File: src/rtl/accum_hex_display.sv
// Binary-to-BCD (serial double-dabble) converter driving active-low seven-segment digits.
// Optional LEADING_ZERO_BLANK_EN blanks digits above the most significant nonzero digit.
module accum_hex_display #(
  parameter int WIDTH  = 10,
  parameter int DIGITS = 4
) (
  input  logic                  CLOCK_50,
  input  logic                  Reset,
  input  logic [WIDTH-1:0]      value,
  input  logic                  valid,
  output logic                  busy,
  output logic                  done,
  output logic [7*DIGITS-1:0]   seg
);

  localparam int BW = 4 * DIGITS;
  localparam int CW = $clog2(WIDTH + 1);

  localparam logic [6:0] SEG_BLANK = 7'b1111111;
  localparam logic [6:0] SEG_ZERO  = 7'b1000000;
`ifdef LEADING_ZERO_BLANK_EN
  localparam logic [7*DIGITS-1:0] SEG_RST = {{(DIGITS-1){SEG_BLANK}}, SEG_ZERO};
`else
  localparam logic [7*DIGITS-1:0] SEG_RST = {DIGITS{SEG_ZERO}};
`endif

  typedef enum logic [1:0] {IDLE, SHIFT, LOAD} state_t;

  state_t              state_q, state_d;
  logic [WIDTH-1:0]    sh_q, sh_d;
  logic [BW-1:0]       bcd_q, bcd_d, bcd_adj;
  logic [CW-1:0]       cnt_q, cnt_d;
  logic                pend_q, pend_d;
  logic [WIDTH-1:0]    pval_q, pval_d;
  logic                done_q, done_d;
  logic [7*DIGITS-1:0] seg_q, seg_d, seg_enc;
  logic [BW+WIDTH-1:0] shifted;

  function automatic logic [6:0] enc(input logic [3:0] d);
    case (d)
      4'd0:    enc = 7'b1000000;
      4'd1:    enc = 7'b1111001;
      4'd2:    enc = 7'b0100100;
      4'd3:    enc = 7'b0110000;
      4'd4:    enc = 7'b0011001;
      4'd5:    enc = 7'b0010010;
      4'd6:    enc = 7'b0000010;
      4'd7:    enc = 7'b1111000;
      4'd8:    enc = 7'b0000000;
      4'd9:    enc = 7'b0010000;
      default: enc = SEG_BLANK;
    endcase
  endfunction

  always_comb begin
    bcd_adj = bcd_q;
    for (int k = 0; k < DIGITS; k++) begin
      if (bcd_q[4*k +: 4] >= 4'd5) bcd_adj[4*k +: 4] = bcd_q[4*k +: 4] + 4'd3;
    end
    shifted = {bcd_adj, sh_q} << 1;
  end

  // Scan from the top digit so blanking stops at the first nonzero digit.
  always_comb begin
`ifdef LEADING_ZERO_BLANK_EN
    logic lead;
    lead = 1'b1;
`endif
    seg_enc = '0;
    for (int k = DIGITS - 1; k >= 0; k--) begin
      seg_enc[7*k +: 7] = enc(bcd_q[4*k +: 4]);
`ifdef LEADING_ZERO_BLANK_EN
      if (k != 0 && lead && bcd_q[4*k +: 4] == 4'd0) seg_enc[7*k +: 7] = SEG_BLANK;
      else lead = 1'b0;
`endif
    end
  end

  always_comb begin
    state_d = state_q;
    sh_d    = sh_q;
    bcd_d   = bcd_q;
    cnt_d   = cnt_q;
    pend_d  = pend_q;
    pval_d  = pval_q;
    done_d  = 1'b0;
    seg_d   = seg_q;
    case (state_q)
      IDLE: begin
        if (valid) begin
          sh_d    = value;
          bcd_d   = '0;
          cnt_d   = '0;
          state_d = SHIFT;
        end
      end
      SHIFT: begin
        bcd_d = shifted[BW+WIDTH-1:WIDTH];
        sh_d  = shifted[WIDTH-1:0];
        cnt_d = cnt_q + 1'b1;
        if (cnt_q == CW'(WIDTH - 1)) state_d = LOAD;
        if (valid) begin
          pend_d = 1'b1;
          pval_d = value;
        end
      end
      LOAD: begin
        seg_d  = seg_enc;
        done_d = 1'b1;
        pend_d = 1'b0;
        bcd_d  = '0;
        cnt_d  = '0;
        // A fresh strobe on this edge supersedes anything still pending.
        if (valid) begin
          sh_d    = value;
          state_d = SHIFT;
        end else if (pend_q) begin
          sh_d    = pval_q;
          state_d = SHIFT;
        end else begin
          state_d = IDLE;
        end
      end
      default: state_d = IDLE;
    endcase
  end

  always_ff @(posedge CLOCK_50 or posedge Reset) begin
    if (Reset) begin
      state_q <= IDLE;
      sh_q    <= '0;
      bcd_q   <= '0;
      cnt_q   <= '0;
      pend_q  <= 1'b0;
      pval_q  <= '0;
      done_q  <= 1'b0;
      seg_q   <= SEG_RST;
    end else begin
      state_q <= state_d;
      sh_q    <= sh_d;
      bcd_q   <= bcd_d;
      cnt_q   <= cnt_d;
      pend_q  <= pend_d;
      pval_q  <= pval_d;
      done_q  <= done_d;
      seg_q   <= seg_d;
    end
  end

  assign busy = (state_q != IDLE);
  assign done = done_q;
  assign seg  = seg_q;

endmodule

File: config.mk
export PLATFORM = sky130hd
export DESIGN_NAME = accum_hex_display
export DESIGN_NICKNAME = d
export VERILOG_FILES = /design/src/rtl/accum_hex_display.sv
export SDC_FILE = /design/constraint.sdc
export NUM_CORES = 1
export LEC_CHECK = 0
export BUFFER_PORTS_ARGS = -buffer_cell sky130_fd_sc_hd__buf_4
export CORE_MARGIN = 2
export CORE_UTILIZATION = 45
export CTS_BUF_LIST = sky130_fd_sc_hd__clkbuf_16
export DETAILED_ROUTE_END_ITERATION = 8
export PLACE_DENSITY = 0.72
export SLEW_MARGIN = 20
export SYNTH_ARGS = -nofsm -noshare
export SYNTH_HDL_FRONTEND = slang
export SYNTH_SLANG_ARGS = --single-unit
File: constraint.sdc
create_clock -name CLOCK_50 -period 4.3 [get_ports CLOCK_50]
set_input_delay 0.215 -clock CLOCK_50 [delete_from_list [all_inputs] [get_ports CLOCK_50]]
set_output_delay 0.215 -clock CLOCK_50 [all_outputs]
set_load 0.03 [all_outputs]
Word-level counts from Yosys, hierarchy flattened
Memories as Yosys holds them, arrays and structs flattened. A register that Yosys moved wholly into a read port is not among the register bits.
Index checks and enable logic that the tools add are counted.
Storage, ports and cells
  memories kept: 4
  output and inout port bits: 30
  bits of input ports: 13
  word-level logic and storage cells: 56
  bits in read-only memories: 448
  register bits after elaboration: 44
Operators by class
  add/sub/neg operators: 5
  equality and inequality tests: 7
  reduce and logical (&&, ||, !) cells: 9
  $lt $le $gt $ge: 4
  multiplexer cells: 20
Memory list
  (no name shown): depth 16, bits a word 7, read ports 1, clocked after memory_dff 1, write ports 0, line 40  | case (d)
  (no name shown): depth 16, bits a word 7, read ports 1, clocked after memory_dff 1, write ports 0, line 40
  (no name shown): depth 16, bits a word 7, read ports 1, clocked after memory_dff 1, write ports 0, line 40
  (no name shown): depth 16, bits a word 7, read ports 1, clocked after memory_dff 1, write ports 0, line 40
Operators with widths (number)
  $pmux W16 S3: 1
  $mux W10: 3
  $pmux W10 S3: 1
  $ge A4 B3 Y1 const B: 4
  $mux W16: 1
  $mux W4: 4
  $add A4 B2 Y4 const B: 3
  $pmux W4 S3: 1
  $reduce_and A2 Y1: 4
  $ne A2 B2 Y1 const B: 3
  $pmux W2 S3: 1
  $add A4 B1 Y4 const B: 1
  $eq A4 B4 Y1 const B: 1
  $mux W1: 4
  $mux W2: 2
  $reduce_bool A2 Y1: 2
  $add A3 B2 Y3 const B: 1
  $mux W3: 1
  $ne A3 B3 Y1 const B: 1
  $reduce_and A3 Y1: 1
  $reduce_bool A3 Y1: 1
  $eq A2 B1 Y1 const B: 1
  $eq A2 B2 Y1 const B: 1
  $logic_not A2 Y1: 1
  $pmux W1 S2: 1

Depth between registers and ports, before layout
  depth after elaboration: 3
  gate-level depth with buffers: 7
  depth with buffers taken out: 6

Least setup slack after synthesis
No wires, ideal clock.
  kind: reg2reg
  from: register state_q[0]
  to: register sh_q[9]
  buffers on the path: 1
  required time: 4.170 ns
  arrival: 1.465 ns
  library setup time: 0.130 ns
  period minus slack after synthesis: 1.596 ns
  slack: 2.704 ns
  stages on the path, launching flop included: 8
  cells stage by stage: dfrtp_1 inv_1 ha_1 inv_1 a21oi_4 clkbuf_4 o21ai_0 o31ai_1
On the way
  cells in the longest elaborated chain, start to end: 3
  elaborated cells between the ends (all ways): 8
  classes of those cells: eq/ne (4); mux (1); reduce/logical (3)
RTL lines
  from (decl): line 29  | state_t state_q, state_d;
  from (signal assigned): line 139  | state_q <= state_d;
  $eq A2 B2 Y1, or another cell as far along: line 88  | case (state_q)
  $ne A3 B3 Y1 (no line), or another cell as far along
  $reduce_and A3 Y1 (no line)
  to (signal assigned): line 131  | sh_q <= '0;
  to (signal assigned): line 140  | sh_q <= sh_d;
  to (decl): line 30  | logic [WIDTH-1:0] sh_q, sh_d;
Parallel ways exist; a longest one is shown, timed or not.
A chain may end at the register's enable or synchronous reset.

Final worst setup path
Ends and elaborated chain as after synthesis.

==> impl_metrics.json <==
{
  "syn-mean-instance-area_um2": 9.99,
  "synth_area_mm2": 0.00403,
  "clock_latency_ps": 330,
  "yosys.area.top_type_share_pct": 42.3,
  "final_nets": 475,
  "hold_class": "in2async",
  "outcome": "complete, no violations",
  "rsz0062_at_grt": "false",
  "slew-limit-headroom_pct": 37.4,
  "cts_setup_buffers": 0,
  "root_buffer": "clkbuf_16",
  "drive_above_1_share_pct": 20.5,
  "vias": 3098,
  "syn-num-nets": 443,
  "crit_path_end_kind": "flip-flop",
  "ys_ff_latch": 72,
  "synthTopCellsByArea": "dfrtp_1 42%, ha_1 8.4%, o21ai_0 5.2%",
  "hold_buffers": 0,
  "drv_slew": 0,
  "io_buffers": 42,
  "seqPwrFrac_pct": 42.0,
  "firstDrtPassIters": 5,
  "worstSetupPathType": "reg2reg",
  "start_util_pct": 46.4,
  "multi_input_area_mm2": 0.00194,
  "startpoint_type": "flip-flop",
  "drc": 0,
  "reg2reg_from": "state_q[0]",
  "total_power_mw": 2.18,
  "setup_viol": 0,
  "avgRoutedWirePerCell_um": 15.0,
  "path_max_fanout": 28,
  "htreeDepth": 3,
  "syn2layout_area_growth_pct": 15.0,
  "clock_power_share_pct": 30.3,
  "cts_resized": 0,
  "drt-initial-drc-count": 198,
  "fmax_ghz": 0.374,
  "tns_ps": 0,
  "post-route-period-util_pct": 62.1,
  "num-fill-cells": 782,
  "cts_buffers": 9,
  "cp-startpoint": "state_q[0]",
  "finalCriticalPeriod_ps": 2670,
  "worstMarginPinSlew_ps": 938,
  "fp.dieH_um": 98.6,
  "grt_usage_pct": 17.8,
  "rrSetupSlack_ps": 1630,
  "synth_warnings": 0,
  "grt_pass1_wl_um": 14200,
  "via_per_inst": 5.65,
  "dp.cells": 532,
  "seqCellArea_mm2": 0.00181,
  "final_area_mm2": 0.00463,
  "cts_tree": "built",
  "worstPathRequired_ps": 4530,
  "dp_hpwl_um": 5550,
  "grt.overflow.total": 0,
  "p_per_area_mw_per_mm2": 471,
  "seq_area_frac_synth_pct": 44.9,
  "placed_cell_area_mm2": 0.00437,
  "gp_congestion": 0.833,
  "power.leakage_nw": 2.02,
  "cp.arrival_ps": 2900,
  "grt_max_degree": 47,
  "syn_inst": 403,
  "num_io_pins": 43,
  "finalHoldViolCount": 0,
  "n_antenna_cell": 0,
  "coreArea_mm2": 0.00868,
  "antenna_found_initial": 0,
  "rows": 34,
  "clock_skew_ps": 5.23,
  "clk_path_buf_depth": 2,
  "synth_cell_type_count": 48,
  "die_w_um": 98.6,
  "grt_pass1_vias": 2915,
  "p_sw_uw": 737,
  "yosysTopAreaCell": "dfrtp_1",
  "combPwrFrac_pct": 27.7,
  "final_cells": 548,
  "ant_nets": 0,
  "wirelength_um": 8220,
  "clk_pin_slew_worst_paths_ps": 60,
  "cts_num_sinks": 72,
  "intPower_mw": 1.44,
  "p_sw_share_pct": 33.8,
  "max_cap_viol_count": 0,
  "die-area_mm2": 0.00972,
  "vdd_drop_max_mv": 0.266
}
worst max-delay path: stages, from the launching register on:
cell and delay [ps]:
dfrtp_1 410, inv_1 110, ha_1 750, inv_2 360, nor3b_4 510, a222oi_1 210, o31ai_1 220
state kept, by name (all words and copies together) (netlist names):
register  flops
state_q       2
done          1
bcd_q        16
pval_q       10
sh_q         10
cnt_q         4
pend_q        1
seg          28
per-stage QoR:
stage,utilization (%),hold WS [ps],setup slack [ps]
floorplan,-,366,2270
global placement,50.4,461,1840
detailed placement,50.4,465,1680
CTS,53.3,118,1670
global route,53.3,126,1410
finish,53.3,100,1630
placed cells by master (no fill, tap or decap), types with 9 or more instances in the layout:
cell type	Yosys	final
dfrtp_1	68	68
buf_4	0	44
o21ai_0	42	42
inv_1	40	41
ha_1	27	27
a21oi_1	23	23
nand2_1	21	21
nor2_1	16	16
mux2_2	14	14
nand2b_1	10	10
o21ai_1	9	9
o31ai_1	9	9
a222oi_1	9	9
clkbuf_16	0	9
layout make-up:
cell class | instances | area share (%)
Multi-Input combinational cell | 266 | 41.9
Clock buffer | 9 | 4.86
Tap cell | 108 | 2.92
Sequential cell | 72 | 39.0
Inverter | 42 | 3.41
Clock inverter | 7 | 0.703
Timing Repair Buffer | 44 | 7.14
synth_stat cells (all sizes together):
cell type,instances
dfstp,4
ha,27
buf,16
a311oi,1
a22o,1
nand3,5
o31ai,17
o21a,1
nor3b,4
a311o,1
or2,1
a211oi,1
a21oi,24
mux2i,5
inv,42
nand3b,1
o32ai,4
a31oi,1
nor2b,4
and3,1
mux2,15
o22ai,8
nor2,17
o21ai,51
o2bb2ai,1
clkbuf,7
o221ai,6
nor3,1
and2,8
xnor2,8
a21o,3
a222oi,9
o211ai,8
dfrtp,68
nand2,21
nand2b,10
o311ai,1
power groups by stage:
| stage | combinational, mW | sequential (mW) | clock [mW] |
|---|---|---|---|
| 6_report | 0.605 | 0.916 | 0.660 |
| 5_1_grt | 0.682 | 0.932 | 0.698 |
| 4_1_cts | 0.609 | 0.912 | 0.671 |
| 3_5_place_dp | 0.604 | 0.920 | 0 |
| 3_3_place_gp | 0.581 | 0.918 | 0 |
| 2_1_floorplan | 0.480 | 0.899 | 0 |
metal layers:
metal  wire length, µm  vias to the layer above  global-route usage [%]  part of all wire, %
met5                 0                        -                       0                    0
met4               111                        0                    7.38                  1.3
met3               389                       11                    3.48                  4.7
met2              3890                       86                    27.6                   47
met1              3840                     1494                    24.5                   47
li1                  -                     1507                       -                    -
path summary, 6_finish.rpt:
check                             to  cells after the start
max in group asynchronous     seg[6]                      3
hold / removal               sh_q[5]                      2
setup / recovery             sh_q[9]                      6
hold reg to reg               seg[6]                      2
min in group CLOCK_50      pval_q[4]                      2
setup reg to reg             sh_q[9]                      6
logic make-up after synthesis:
logic type                 after synthesis  synth area share (%)
and+or+nand+nor                         73                  9.54
adders and majority gates               27                  8.39
buffers and inverters                   65                  6.90
xor gates and xnor gates                 8                  1.74
AOI/OAI and AO/OA                      138                  23.1
DFF                                     72                  44.9
muxes                                   20                  5.44
(Power assumes the default switching activity.)
